## config.mk

```make
export PLATFORM = sky130hd
export DESIGN_NAME = wram_access_arbiter_flat
export DESIGN_NICKNAME = d
export VERILOG_FILES = /design/src/rtl/wram_access_arbiter_pkg.sv /design/src/rtl/wram_access_arbiter_if.sv /design/src/rtl/wram_addr_fold.sv /design/src/rtl/wram_access_arbiter.sv /design/src/flat_wrapper.sv
export SDC_FILE = /design/constraint.sdc
export NUM_CORES = 1
export LEC_CHECK = 0
export BUFFER_PORTS_ARGS = -buffer_cell sky130_fd_sc_hd__buf_4
export CAP_MARGIN = 20
export CORE_MARGIN = 2
export CORE_UTILIZATION = 48
export DETAILED_ROUTE_END_ITERATION = 16
export HOLD_SLACK_MARGIN = 0.03
export PLACE_DENSITY = 0.8
export SYNTH_ARGS = -nofsm -noshare
export SYNTH_HDL_FRONTEND = slang
export SYNTH_HIERARCHICAL = 1
export SYNTH_SLANG_ARGS = --single-unit
```

## constraint.sdc

```tcl
create_clock -name I_CLK -period 4.3 [get_ports I_CLK]
set_input_delay 1.29 -clock I_CLK [delete_from_list [all_inputs] [get_ports I_CLK]]
set_output_delay 1.29 -clock I_CLK [all_outputs]
set_load 0.01 [all_outputs]
```

## src/rtl/wram_access_arbiter_pkg.sv

```systemverilog
// Shared constants and types for the working-RAM access arbiter.
// Address map, echo folding offset and arbiter FSM encoding.
package wram_access_arbiter_pkg;

    localparam logic [15:0] WRAM_BASE   = 16'hC000;
    localparam logic [15:0] WRAM_END    = 16'hDFFF;
    localparam logic [15:0] ECHO_BASE   = 16'hE000;
    localparam logic [15:0] ECHO_END    = 16'hFDFF;
    localparam logic [15:0] ECHO_OFFSET = 16'h2000;

    typedef enum logic [1:0] {
        ST_IDLE  = 2'd0,
        ST_ISSUE = 2'd1,
        ST_DONE  = 2'd2
    } arb_state_e;

    function automatic logic [15:0] fold_echo(input logic [15:0] a);
        return a - ECHO_OFFSET;
    endfunction

endpackage

```

## src/rtl/wram_access_arbiter_if.sv

```systemverilog
// Requester, bank and status signals of the working-RAM arbiter.
// The arbiter takes the slave view; bench/requesters take master.
interface wram_access_arbiter_if;

    logic        I_CPU_REQ;
    logic        I_CPU_WE;
    logic [15:0] I_CPU_ADDR;
    logic [7:0]  I_CPU_WDATA;
    logic [7:0]  O_CPU_RDATA;
    logic        O_CPU_ACK;

    logic        I_DMA_REQ;
    logic        I_DMA_WE;
    logic [15:0] I_DMA_ADDR;
    logic [7:0]  I_DMA_WDATA;
    logic [7:0]  O_DMA_RDATA;
    logic        O_DMA_ACK;
    logic        I_DMA_LOCK;

    logic [15:0] O_WRAM_ADDR;
    logic [7:0]  O_WRAM_WDATA;
    logic        O_WRAM_WE_L;
    logic        O_WRAM_RE_L;
    logic [7:0]  I_WRAM_RDATA;

    logic        O_GRANT_DMA;
    logic        O_OOB_ERR;

    modport slave (
        input  I_CPU_REQ, I_CPU_WE, I_CPU_ADDR, I_CPU_WDATA,
        input  I_DMA_REQ, I_DMA_WE, I_DMA_ADDR, I_DMA_WDATA, I_DMA_LOCK,
        input  I_WRAM_RDATA,
        output O_CPU_RDATA, O_CPU_ACK, O_DMA_RDATA, O_DMA_ACK,
        output O_WRAM_ADDR, O_WRAM_WDATA, O_WRAM_WE_L, O_WRAM_RE_L,
        output O_GRANT_DMA, O_OOB_ERR
    );

    modport master (
        output I_CPU_REQ, I_CPU_WE, I_CPU_ADDR, I_CPU_WDATA,
        output I_DMA_REQ, I_DMA_WE, I_DMA_ADDR, I_DMA_WDATA, I_DMA_LOCK,
        output I_WRAM_RDATA,
        input  O_CPU_RDATA, O_CPU_ACK, O_DMA_RDATA, O_DMA_ACK,
        input  O_WRAM_ADDR, O_WRAM_WDATA, O_WRAM_WE_L, O_WRAM_RE_L,
        input  O_GRANT_DMA, O_OOB_ERR
    );

endinterface

```

## src/rtl/wram_addr_fold.sv

```systemverilog
// Combinational working-RAM decode: range check and echo-RAM folding.
// Out-of-range addresses pass through unchanged with in_range_o low.
module wram_addr_fold
    import wram_access_arbiter_pkg::*;
(
    input  logic [15:0] addr_i,
    output logic        in_range_o,
    output logic [15:0] addr_o
);

    always_comb begin
        in_range_o = 1'b0;
        addr_o     = addr_i;
        unique case (1'b1)
            (addr_i >= WRAM_BASE && addr_i <= WRAM_END): begin
                in_range_o = 1'b1;
            end
            (addr_i >= ECHO_BASE && addr_i <= ECHO_END): begin
                in_range_o = 1'b1;
                addr_o     = fold_echo(addr_i);
            end
            default: ;
        endcase
    end

endmodule

```

## src/rtl/wram_access_arbiter.sv

```systemverilog
// Shares the working-RAM port between CPU and DMA as 2-cycle ISSUE/DONE
// transactions; DMA has priority, bounded by a CPU-starvation run counter.
module wram_access_arbiter
    import wram_access_arbiter_pkg::*;
#(
    parameter int unsigned MAX_DMA_RUN = 4,
    parameter logic [7:0]  OOB_DATA    = 8'hFF
) (
    input  logic                       I_CLK,
    input  logic                       I_RESET_L,
    wram_access_arbiter_if.slave       bus
);

    localparam logic [3:0] MAX_RUN = 4'(MAX_DMA_RUN);

    arb_state_e  state_q, state_d;
    logic        grant_dma_q, grant_dma_d;
    logic [15:0] addr_q, addr_d;
    logic        we_q, we_d;
    logic [7:0]  wdata_q, wdata_d;
    logic        oob_q, oob_d;
    logic [3:0]  run_q, run_d;
    logic [7:0]  cpu_rdata_q, cpu_rdata_d;
    logic [7:0]  dma_rdata_q, dma_rdata_d;

    logic        cpu_win, dma_win, just_acked, grant;
    logic        issue, done, cpu_ack, dma_ack;
    logic [15:0] req_addr, fold_addr;
    logic        in_range;
    logic [7:0]  rd_now;

    wram_addr_fold u_fold (
        .addr_i     (req_addr),
        .in_range_o (in_range),
        .addr_o     (fold_addr)
    );

    assign issue   = (state_q == ST_ISSUE);
    assign done    = (state_q == ST_DONE);
    assign cpu_ack = done && !grant_dma_q;
    assign dma_ack = done && grant_dma_q;
    assign rd_now  = oob_q ? OOB_DATA : bus.I_WRAM_RDATA;

    // Winner is picked on raw REQs; if it is the one just ACKed we idle a
    // cycle instead of handing the slot to the loser out of turn.
    assign cpu_win = bus.I_CPU_REQ && !bus.I_DMA_LOCK
                     && (!bus.I_DMA_REQ || run_q == MAX_RUN);
    assign dma_win = bus.I_DMA_REQ && !cpu_win;
    assign just_acked = done && ((grant_dma_q && dma_win)
                                 || (!grant_dma_q && cpu_win));
    assign grant = (state_q == ST_IDLE || done)
                   && (cpu_win || dma_win) && !just_acked;
    assign req_addr = dma_win ? bus.I_DMA_ADDR : bus.I_CPU_ADDR;

    always_comb begin
        state_d     = state_q;
        grant_dma_d = grant_dma_q;
        addr_d      = addr_q;
        we_d        = we_q;
        wdata_d     = wdata_q;
        oob_d       = oob_q;
        run_d       = run_q;
        cpu_rdata_d = cpu_rdata_q;
        dma_rdata_d = dma_rdata_q;

        unique case (state_q)
            ST_IDLE:  state_d = grant ? ST_ISSUE : ST_IDLE;
            ST_ISSUE: state_d = ST_DONE;
            ST_DONE:  state_d = grant ? ST_ISSUE : ST_IDLE;
            default:  state_d = ST_IDLE;
        endcase

        if (cpu_ack && !we_q) cpu_rdata_d = rd_now;
        if (dma_ack && !we_q) dma_rdata_d = rd_now;

        if (grant) begin
            grant_dma_d = dma_win;
            addr_d      = fold_addr;
            oob_d       = !in_range;
            we_d        = dma_win ? bus.I_DMA_WE : bus.I_CPU_WE;
            wdata_d     = dma_win ? bus.I_DMA_WDATA : bus.I_CPU_WDATA;
        end

        if (!bus.I_CPU_REQ || (grant && cpu_win)) begin
            run_d = 4'd0;
        end else if (grant && dma_win && !bus.I_DMA_LOCK && run_q < MAX_RUN) begin
            run_d = run_q + 4'd1;
        end
    end

    always_ff @(posedge I_CLK or negedge I_RESET_L) begin
        if (!I_RESET_L) begin
            state_q     <= ST_IDLE;
            grant_dma_q <= 1'b0;
            addr_q      <= 16'h0000;
            we_q        <= 1'b0;
            wdata_q     <= 8'h00;
            oob_q       <= 1'b0;
            run_q       <= 4'd0;
            cpu_rdata_q <= OOB_DATA;
            dma_rdata_q <= OOB_DATA;
        end else begin
            state_q     <= state_d;
            grant_dma_q <= grant_dma_d;
            addr_q      <= addr_d;
            we_q        <= we_d;
            wdata_q     <= wdata_d;
            oob_q       <= oob_d;
            run_q       <= run_d;
            cpu_rdata_q <= cpu_rdata_d;
            dma_rdata_q <= dma_rdata_d;
        end
    end

    assign bus.O_WRAM_ADDR  = addr_q;
    assign bus.O_WRAM_WDATA = wdata_q;
    assign bus.O_WRAM_RE_L  = !(issue && !we_q && !oob_q);
    assign bus.O_WRAM_WE_L  = !(issue && we_q && !oob_q);
    assign bus.O_CPU_ACK    = cpu_ack;
    assign bus.O_DMA_ACK    = dma_ack;
    assign bus.O_CPU_RDATA  = (cpu_ack && !we_q) ? rd_now : cpu_rdata_q;
    assign bus.O_DMA_RDATA  = (dma_ack && !we_q) ? rd_now : dma_rdata_q;
    assign bus.O_GRANT_DMA  = grant_dma_q;
    assign bus.O_OOB_ERR    = done && oob_q;

endmodule

```

## src/flat_wrapper.sv

```systemverilog
// flat-port wrapper written by rule: the top's interface ports become plain ports
module wram_access_arbiter_flat import wram_access_arbiter_pkg::*;
#(
    parameter int unsigned MAX_DMA_RUN = 4,
    parameter logic [7:0]  OOB_DATA    = 8'hFF
)
  (I_CLK, I_RESET_L, bus_I_CPU_REQ, bus_I_CPU_WE, bus_I_CPU_ADDR, bus_I_CPU_WDATA, bus_I_DMA_REQ, bus_I_DMA_WE, bus_I_DMA_ADDR, bus_I_DMA_WDATA, bus_I_DMA_LOCK, bus_I_WRAM_RDATA, bus_O_CPU_RDATA, bus_O_CPU_ACK, bus_O_DMA_RDATA, bus_O_DMA_ACK, bus_O_WRAM_ADDR, bus_O_WRAM_WDATA, bus_O_WRAM_WE_L, bus_O_WRAM_RE_L, bus_O_GRANT_DMA, bus_O_OOB_ERR);
  wram_access_arbiter_if bus_i ();
  input  logic I_CLK;
  input  logic I_RESET_L;
  input wire logic [$bits(bus_i.I_CPU_REQ)-1:0] bus_I_CPU_REQ;
  input wire logic [$bits(bus_i.I_CPU_WE)-1:0] bus_I_CPU_WE;
  input wire logic [$bits(bus_i.I_CPU_ADDR)-1:0] bus_I_CPU_ADDR;
  input wire logic [$bits(bus_i.I_CPU_WDATA)-1:0] bus_I_CPU_WDATA;
  input wire logic [$bits(bus_i.I_DMA_REQ)-1:0] bus_I_DMA_REQ;
  input wire logic [$bits(bus_i.I_DMA_WE)-1:0] bus_I_DMA_WE;
  input wire logic [$bits(bus_i.I_DMA_ADDR)-1:0] bus_I_DMA_ADDR;
  input wire logic [$bits(bus_i.I_DMA_WDATA)-1:0] bus_I_DMA_WDATA;
  input wire logic [$bits(bus_i.I_DMA_LOCK)-1:0] bus_I_DMA_LOCK;
  input wire logic [$bits(bus_i.I_WRAM_RDATA)-1:0] bus_I_WRAM_RDATA;
  output wire logic [$bits(bus_i.O_CPU_RDATA)-1:0] bus_O_CPU_RDATA;
  output wire logic [$bits(bus_i.O_CPU_ACK)-1:0] bus_O_CPU_ACK;
  output wire logic [$bits(bus_i.O_DMA_RDATA)-1:0] bus_O_DMA_RDATA;
  output wire logic [$bits(bus_i.O_DMA_ACK)-1:0] bus_O_DMA_ACK;
  output wire logic [$bits(bus_i.O_WRAM_ADDR)-1:0] bus_O_WRAM_ADDR;
  output wire logic [$bits(bus_i.O_WRAM_WDATA)-1:0] bus_O_WRAM_WDATA;
  output wire logic [$bits(bus_i.O_WRAM_WE_L)-1:0] bus_O_WRAM_WE_L;
  output wire logic [$bits(bus_i.O_WRAM_RE_L)-1:0] bus_O_WRAM_RE_L;
  output wire logic [$bits(bus_i.O_GRANT_DMA)-1:0] bus_O_GRANT_DMA;
  output wire logic [$bits(bus_i.O_OOB_ERR)-1:0] bus_O_OOB_ERR;
  assign bus_i.I_CPU_REQ = bus_I_CPU_REQ;
  assign bus_i.I_CPU_WE = bus_I_CPU_WE;
  assign bus_i.I_CPU_ADDR = bus_I_CPU_ADDR;
  assign bus_i.I_CPU_WDATA = bus_I_CPU_WDATA;
  assign bus_i.I_DMA_REQ = bus_I_DMA_REQ;
  assign bus_i.I_DMA_WE = bus_I_DMA_WE;
  assign bus_i.I_DMA_ADDR = bus_I_DMA_ADDR;
  assign bus_i.I_DMA_WDATA = bus_I_DMA_WDATA;
  assign bus_i.I_DMA_LOCK = bus_I_DMA_LOCK;
  assign bus_i.I_WRAM_RDATA = bus_I_WRAM_RDATA;
  assign bus_O_CPU_RDATA = bus_i.O_CPU_RDATA;
  assign bus_O_CPU_ACK = bus_i.O_CPU_ACK;
  assign bus_O_DMA_RDATA = bus_i.O_DMA_RDATA;
  assign bus_O_DMA_ACK = bus_i.O_DMA_ACK;
  assign bus_O_WRAM_ADDR = bus_i.O_WRAM_ADDR;
  assign bus_O_WRAM_WDATA = bus_i.O_WRAM_WDATA;
  assign bus_O_WRAM_WE_L = bus_i.O_WRAM_WE_L;
  assign bus_O_WRAM_RE_L = bus_i.O_WRAM_RE_L;
  assign bus_O_GRANT_DMA = bus_i.O_GRANT_DMA;
  assign bus_O_OOB_ERR = bus_i.O_OOB_ERR;
  wram_access_arbiter #(.MAX_DMA_RUN(MAX_DMA_RUN), .OOB_DATA(OOB_DATA)) u_core (.I_CLK(I_CLK), .I_RESET_L(I_RESET_L), .bus(bus_i));
endmodule
```

### Word level (Yosys, flattened, before mapping)

Cells that the tools add are included.

* flip-flop bits (word level): 49
* input port bits: 63
* logic and storage cells: 74

* add/sub/neg operators: 2
* magnitude comparators: 5
* equality and inequality tests: 3
* muxes and demuxes: 12
* reductions and logical operators: 43

Operators with widths (count)
* $ge 16x16->1 const B: 2
* $le 16x16->1 const B: 2
* $mux 16: 2
* $mux 8: 4
* $logic_and 1x1->1: 23
* $sub 16x14->16 const B: 1
* $logic_not 1->1: 11
* $mux 4: 2
* $logic_or 1x1->1: 5
* $add 4x1->4 const B: 1
* $eq 4x3->1 const B: 1
* $lt 4x3->1 const B: 1
* $pmux 2 s2: 1
* $reduce_or 2->1: 2
* $mux 1: 3
* $eq 2x1->1 const B: 1
* $eq 2x2->1 const B: 1
* $logic_not 2->1: 1
* $reduce_bool 2->1: 1

### Longest topological paths before layout

Gate-level depths: netlist of run 1.

* depth after elaboration: 15
* depth in mapped cells: 13

### Modules after synthesis

The synthesis of run 1 kept the hierarchy.

By module, submodules not included
* wram_access_arbiter: times used 1, cells each 184, area an instance 2353.5 um2
* wram_addr_fold: times used 1, cells each 34, area an instance 267.8 um2

### Worst setup path after synthesis of run 1

OpenSTA, ideal clock, no wires.

* kind: input -> register
* start: input port bus_I_DMA_LOCK
* end: register u_core.addr_q[13] (netlist: u_core/bus.O_WRAM_ADDR[13])
* arrival: 3.851 ns
* path slack: 0.324 ns
* cell stages on the path: 10
* path buffers: 2
* path through: nand2b_1 -> o21ai_1 -> buf_2 -> buf_4 -> mux2_2 -> nor4_2 -> nand3_1 -> o21ai_4 -> mux2_4 -> mux2_4

RTL lines
* from (decl): RTL line flat_wrapper.sv:19 `input wire logic [$bits(bus_i.I_DMA_LOCK)-1:0] bus_I_DMA_LOCK;`
* $logic_not 1->1 (*): RTL line wram_access_arbiter.sv:46 `assign cpu_win = bus.I_CPU_REQ && !bus.I_DMA_LOCK`
* $logic_and 1x1->1 (*): RTL line wram_access_arbiter.sv:46
* $logic_and 1x1->1 (*): RTL line wram_access_arbiter.sv:47 `&& (!bus.I_DMA_REQ || run_q == MAX_RUN);`
* $logic_not 1->1 (*): RTL line wram_access_arbiter.sv:48 `assign dma_win = bus.I_DMA_REQ && !cpu_win;`
* $logic_and 1x1->1 (*): RTL line wram_access_arbiter.sv:48
* $mux 16 (*): RTL line wram_access_arbiter.sv:53 `assign req_addr = dma_win ? bus.I_DMA_ADDR : bus.I_CPU_ADDR;`
* net u_core.req_addr[7]: RTL line wram_access_arbiter.sv:28 `logic [15:0] req_addr, fold_addr;`
* $ge 16x16->1 / $le 16x16->1 (equally long branches): RTL line wram_addr_fold.sv:18 `(addr_i >= ECHO_BASE && addr_i <= ECHO_END): begin`
* $logic_and 1x1->1: RTL line wram_addr_fold.sv:18
* $mux 16 (*): RTL line wram_addr_fold.sv:14 `unique case (1'b1)`
* net u_core.fold_addr[13]: RTL line wram_access_arbiter.sv:28
* to (signal assigned): RTL line wram_access_arbiter.sv:105 `addr_q <= addr_d;`
* to (decl): RTL line wram_access_arbiter.sv:18 `logic [15:0] addr_q, addr_d;`

Mark *: on every way through the listed nets, which the timed path passes. The rest lies on a longest branch.
A chain may end at the register's enable or synchronous reset.

### Worst setup path in the final report of run 1

Ends and elaborated chain as after synthesis.

==> results of run 1 <==
## flip-flops by register name, indices dropped and copies added, names as in the netlist
signal                   cells
u_core/bus.O_WRAM_ADDR      16
u_core/bus.O_WRAM_WDATA      8
u_core/cpu_rdata_q           8
u_core/dma_rdata_q           8
u_core/run_q                 4
u_core/state_q               2
u_core/bus.O_GRANT_DMA       1
u_core/oob_q                 1
u_core/we_q                  1
## worst min-delay path, stage by stage, from the launching register on
cell and delay, ns:
dfstp_2 0.37, nor2_1 0.09, a21oi_1 0.06
## how the worst min path moves through the flow
stage	start	endpoint	slack, ns
3_3_place_gp	u_core/bus.O_WRAM_WDATA[5]	u_core/bus.O_WRAM_WDATA[5]	0.49
5_1_grt	u_core/bus.O_WRAM_ADDR[1]	u_core/bus.O_WRAM_ADDR[1]	0.53
4_1_cts	u_core/dma_rdata_q[2]	u_core/dma_rdata_q[2]	0.51
6_report	u_core/dma_rdata_q[2]	u_core/dma_rdata_q[2]	0.51
2_1_floorplan	u_core/run_q[3]	u_core/run_q[3]	0.49
3_5_place_dp	u_core/bus.O_WRAM_WDATA[0]	u_core/bus.O_WRAM_WDATA[0]	0.49
## cell usage in the layout (no fill, tap or decap), types with 2 or more instances in the layout
cell type and n:
nand2_1 4, inv_1 10, dfrtp_1 33, nor4_1 2, a21oi_1 17, buf_4 111
nor2b_1 2, mux2_2 32, nor3b_1 2, ha_1 4, nor2_1 30, mux2i_1 5
clkbuf_8 6, dfstp_2 16, mux2_4 18, nand3_1 4
## metrics by stage
stage	setup slack, ns	power, W
after floorplan	0.324	0.00137
after global placement	0.499	0.00177
after detailed placement	0.438	0.00180
after CTS	0.747	0.00208
after global routing	0.584	0.00219
final	0.699	0.00206
## kinds of logic after synthesis
| group | after synthesis | synth area share [%] |
|---|---|---|
| buf+inv | 31 | 7.06 |
| flops | 49 | 47.5 |
| compound gates | 25 | 6.73 |
| simple gates | 53 | 10.5 |
| xor+xnor | 1 | 0.334 |
| fa+ha+maj | 4 | 1.91 |
| mux | 55 | 26.0 |
## where the power goes
group	leakage (nW)	switching [W]	internal (W)	total, W
Sequential	0.563	0.000123	0.000701	0.000824
Clock	0.0488	0.000141	0.000131	0.000273
Combinational	1.03	0.000419	0.000541	0.000960
Total	1.64	0.000683	0.00137	0.00206
## area by class of cell
cell class | instances | area, µm² | share of cell area, %
flip-flops and latches | 49 | 1250 | 35.7
multi-input cells | 138 | 1190 | 34.2
repair buffers | 111 | 833 | 23.9
well taps | 70 | 87.6 | 2.51
clock buffers | 7 | 86.3 | 2.47
inverters | 10 | 37.5 | 1.08
clock inverters | 1 | 6.26 | 0.179
## per-layer routing
| layer | wire (µm) | track usage [%] | vias to the layer above |
|---|---|---|---|
| met4 | 72 | 5.79 | 0 |
| met2 | 2720 | 32.2 | 64 |
| met1 | 2460 | 23.4 | 911 |
| met5 | 0 | 0 | - |
| li1 | - | - | 937 |
| met3 | 358 | 4.42 | 6 |
==> results.sh, run 1 <==
export IMPL_fmax_mhz=278
export IMPL_synth_flop_cell="dfrtp_1"
export IMPL_ctsLongestPathBuffers=2
export IMPL_r2r_setup_slack_ns=1.27
export IMPL_setup_worst_path_start="bus_I_DMA_LOCK"
export IMPL_dr_pass1_iters=4
export IMPL_drtAntennaViolNets=0
export IMPL_cts_sinks=49
export IMPL_crit_type="input port to flip-flop"
export IMPL_grt_pass1_vias=1972
export IMPL_drtIter0Drc=48
export IMPL_final_max_slew_viol_count=0
export IMPL_async_flop_share_pct=100
export IMPL_syn_to_final_growth_pct=33.2
export IMPL_yosys_warnings=6
export IMPL_overflow=0
export IMPL_path_buf_inv=2
export IMPL_yosys_area_top_type="dfrtp_1"
export IMPL_maxSlewHeadroom_pct=60.8
export IMPL_hold_depth=2
export IMPL_antenna_found_initial=0
export IMPL_yosysUniqueCellTypes=36
export IMPL_setup_viol=0
export IMPL_hold_viol=0
export IMPL_path_clk_slew_ns=0.08
export IMPL_crit_required_ns=4.47
export IMPL_dieArea_um2=6070
export IMPL_drive_above_1_share_pct=60.1
export IMPL_dieHeight_um=77.9
export IMPL_finalCritPeriodShare_pct=83.7
export IMPL_fin_skew_ns=0.0132
export IMPL_p_leak_nw=1.64
export IMPL_clk_latency_ns=0.29
export IMPL_vias_per_cell=4.97
export IMPL_regToRegStartpoint="u_core/run_q[0]"
export IMPL_nNetsFinal=382
export IMPL_synth_most_common_cell="dfrtp_1"
export IMPL_outcome="finished, final reports clean"
export IMPL_cts_resized=0
export IMPL_synth_avg_cell_area_um2=12.0
export IMPL_critical_path_top_delay_family="multiplexers"
export IMPL_design_area_um2=3490
export IMPL_cp_max_fo=26
export IMPL_crit_arrival_ns=3.77
export IMPL_wire_per_inst_um=14.5
export IMPL_synth_top_area_share_pct=31.5
export IMPL_ys_ff_latch=49
export IMPL_critPathCaptureType="flip-flop"
export IMPL_fin_cells=386
export IMPL_cts_buffers=5
export IMPL_drc=0
export IMPL_start_util_pct=50.4
export IMPL_core_area_um2=5200
export IMPL_hp_class="flip-flop to flip-flop"
export IMPL_min_period_ns=3.60
export IMPL_tightest_slew_ns=0.588
export IMPL_fin_util_pct=67.1
export IMPL_cpMaxStageDelayCell="mux2_2"
export IMPL_rsz0062_at_grt="no"
export IMPL_post_cts_setup_buffers=0
export IMPL_place_inst=378
export IMPL_num_rows=26
export IMPL_yosysSeqAreaShare_pct=47.5
export IMPL_syn_nets=285
export IMPL_reg2reg_to="u_core/bus.O_WRAM_ADDR[13]"
export IMPL_holdWs_ns=0.509
export IMPL_grt_pass1_wl_um=9090
export IMPL_worstSetupStartpointType="input port"
export IMPL_cp_cell_sequence="buf_4 -> nand2b_1 -> o21ai_2 -> buf_4 -> mux2_2 -> nor4_1 -> nand2_1 -> o21ai_4 -> mux2_4 -> mux2_4"
export IMPL_io_buffers=108
export IMPL_setup_tns_ns=0
export IMPL_worst_path_stages=10
export IMPL_fill_cells=412
export IMPL_drv_cap=0
export IMPL_io_pins=109
export IMPL_syn_inst=218
export IMPL_antennaDiodeCount=0
export IMPL_vias=1918
export IMPL_synth_area_leaders="dfrtp_1 (32%), dfstp_2 (16%), mux2_2 (14%), mux2_4 (10%), nor2_1 (4.3%)"
export IMPL_postCtsHoldBufs=0
export IMPL_reg2reg_depth=11
export IMPL_dpl_cell_area_um2=3400
export IMPL_root_buffer="clkbuf_8"
export IMPL_netlist_area_um2=2620
export IMPL_ir_worst_vdd_mv=0.332
export IMPL_cts_tree="done"
export IMPL_dieWidth_um=77.9
export IMPL_synthTopCellsByCount="dfrtp_1 (33), mux2_2 (32), nor2_1 (30)"
export IMPL_htree_levels=2
export IMPL_max_stage_delay_ns=0.39
export IMPL_place_congestion=0.788
export IMPL_grt_total_usage_pct=18.8
export IMPL_p_per_area_nw_per_um2=589
export IMPL_endpoint="u_core/bus.O_WRAM_ADDR[13]"
export IMPL_drt_wl_total_um=5610
export IMPL_hpwl_um=4230
export IMPL_synth_edf_count=0
export IMPL_grt_max_degree=50
(Power assumes the default switching activity.)
==> run 2: changes to the inputs <==
- CORE_UTILIZATION: 48 -> 43
- PLACE_DENSITY: 0.8 -> 0.76
- clock period: 4.3 -> 3 ns (I/O delays scaled with it)
==> run 2 against run 1 <==
Effect of this change:
- routed wire length rose by 3.5%
- hold slack improved by 0.0015 ns
- sequential power rose by 43%
- global-route usage fell by 0.61 points
- power rose by 48%
- critical endpoint unchanged
- largest cell class unchanged
- highest routed layer unchanged
==> results.sh, run 2 (synthesis gave the netlist of run 1 again) <==
export IMPL_vias_per_cell=4.89
export IMPL_max_stage_delay_ns=0.36
export IMPL_fmax_mhz=342
export IMPL_nNetsFinal=397
export IMPL_busiest_layer="met2"
export IMPL_core_area_um2=5920
export IMPL_io_pins=109
export IMPL_syn_to_final_growth_pct=40.8
export IMPL_largest_reg_flops=16
export IMPL_p_comb_share_pct=46.8
export IMPL_root_buffer="clkbuf_8"
export IMPL_setup_worst_path_start="bus_I_DMA_LOCK"
export IMPL_start_util_pct=44.3
export IMPL_cts_buffers=5
export IMPL_pre_cts_ws_ns=-0.296
export IMPL_wire_per_inst_um=14.3
export IMPL_ctsLongestPathBuffers=2
export IMPL_drt_wl_total_um=5810
export IMPL_antenna_found_initial=0
export IMPL_grt_pass1_wl_um=9360
export IMPL_dieArea_um2=6740
export IMPL_grt_total_usage_pct=18.2
export IMPL_crit_type="input port to flip-flop"
export IMPL_dieWidth_um=82.1
export IMPL_htree_levels=2
export IMPL_met3_usage_pct=4.29
export IMPL_regToRegStartpoint="u_core/run_q[0]"
export IMPL_cp_cell_sequence="buf_4 -> nand2b_4 -> o21ai_4 -> buf_12 -> mux2_2 -> nor4b_2 -> nand2_1 -> o21ai_4 -> mux2_4 -> mux2_4"
export IMPL_worstSetupStartpointType="input port"
export IMPL_crit_required_ns=3.19
export IMPL_clk_latency_ns=0.30
export IMPL_antennaDiodeCount=0
export IMPL_place_congestion=0.732
export IMPL_drtIter0Drc=92
export IMPL_setup_viol=0
export IMPL_critical_path_top_delay_family="multiplexers"
export IMPL_p_per_area_nw_per_um2=823
export IMPL_cts_tree="done"
export IMPL_drive_above_1_share_pct=62.8
export IMPL_min_period_ns=2.93
export IMPL_dr_pass1_iters=4
export IMPL_p_clk_share_pct=14.3
export IMPL_finalCritPeriodShare_pct=97.5
export IMPL_grt_pass1_vias=2037
export IMPL_met2_usage_pct=31.0
export IMPL_num_rows=28
export IMPL_fin_skew_ns=0.0117
export IMPL_seq_power_share_pct=38.8
export IMPL_hold_viol=0
export IMPL_ir_worst_vdd_mv=0.416
export IMPL_vias=1985
export IMPL_rsz0062_at_grt="yes"
export IMPL_path_clk_slew_ns=0.10
export IMPL_hp_class="flip-flop to flip-flop"
export IMPL_p_leak_nw=1.75
export IMPL_cts_sinks=49
export IMPL_internal_power_w=0.00203
export IMPL_grt_max_degree=50
export IMPL_path_buf_inv=2
export IMPL_layout_common_cells="buf_4 (123), dfrtp_1 (33), nor2_1 (30), mux2_2 (30), mux2_4 (20)"
export IMPL_final_max_slew_viol_count=0
export IMPL_overflow=0
export IMPL_cp_max_fo=13
export IMPL_setup_ws_ns=0.0745
export IMPL_cpMaxStageDelayCell="mux2_2"
export IMPL_critPathCaptureType="flip-flop"
export IMPL_final_common_cell="buf_4"
export IMPL_drv_cap=0
export IMPL_drc=0
export IMPL_outcome="finished, final reports clean"
export IMPL_hpwl_um=4500
export IMPL_drtAntennaViolNets=0
export IMPL_worstHoldStart="u_core/cpu_rdata_q[1]"
export IMPL_maxSlewHeadroom_pct=59.7
export IMPL_holdWs_ns=0.511
export IMPL_crit_arrival_ns=3.12
export IMPL_tightest_slew_ns=0.605
export IMPL_p_sw_w=0.00101
export IMPL_io_buffers=108
export IMPL_use_met1_pct=23.0
export IMPL_swShare_pct=33.1
export IMPL_dieHeight_um=82.1
-- run 2: cell count changes in the layout (fill, tap and decap cells not counted), sizes merged --
cell | before | now
clkbuf | 7 | 6
buf | 111 | 126
clkinv | 0 | 1
-- run 2: final cells by class --
type	instances	area [µm²]
flip-flops and latches	49	1250
well taps	75	93.8
multi-input cells	138	1220
repair buffers	126	983
inverters	10	37.5
fillers	501	2230
clock buffers	6	93.8
clock inverters	2	15.0
-- run 2: power by group through the flow --
| stage | Sequential [W] | Combinational, W | Clock, W |
|---|---|---|---|
| floorplan | 0.00123 | 0.000733 | 0 |
| global placement | 0.00118 | 0.00141 | 0 |
| detailed placement | 0.00119 | 0.00143 | 0 |
| CTS | 0.00118 | 0.00144 | 0.000457 |
| global route | 0.00122 | 0.00154 | 0.000489 |
| finish | 0.00118 | 0.00142 | 0.000436 |
-- run 2: worst reg2reg max path: stages, from the launching register on --
cell and delay [ns]:
dfrtp_1 0.42, inv_1 0.07, ha_1 0.19, nand3b_4 0.11, o21ai_4 0.23, buf_12 0.19
mux2_2 0.36, nor4b_2 0.29, nand2_1 0.13, o21ai_4 0.19, mux2_4 0.32, mux2_4 0.26
-- run 2: per-layer routing --
layer / wire length, µm / part of all wire, % / up-vias
met1: 2490 / 43 / 947
li1: - / - / 969
met3: 299 / 5.1 / 8
met5: 0 / 0 / -
met4: 76 / 1.3 / 0
met2: 2940 / 51 / 61
-- run 2: metrics by stage --
stage / cells / utilization [%] / cell area, µm² / total power (W) / setup TNS [ns]
2_1_floorplan: 218 / - / 2660 / 0.00196 / -0.330
5_1_grt: 406 / 62.3 / 3690 / 0.00325 / -0.0157
4_1_cts: 406 / 62.0 / 3670 / 0.00308 / 0
6_report: 406 / 62.3 / 3690 / 0.00304 / 0
3_5_place_dp: 398 / 60.2 / 3560 / 0.00262 / -0.853
3_3_place_gp: 398 / 60.2 / 3560 / 0.00259 / -0.570
-- run 2: path summary, 6_finish.rpt --
check	endpoint	slack (ns)	cells after the start
max	u_core/bus.O_WRAM_ADDR[13]	0.07	10
min	u_core/cpu_rdata_q[1]	0.51	2
max reg2reg	u_core/bus.O_WRAM_ADDR[13]	0.16	11
min reg2reg	u_core/cpu_rdata_q[1]	0.51	2
max in group asynchronous	u_core/bus.O_GRANT_DMA	1.99	1
min in group asynchronous	u_core/bus.O_WRAM_WDATA[4]	0.61	1
-- run 2: timing repair --
item                                    in CTS  in global routing
hold buffers                                 0                  0
endpoints found under the setup margin       0                  7
buffers inserted                             0                  0
gates resized for setup                      0                  4
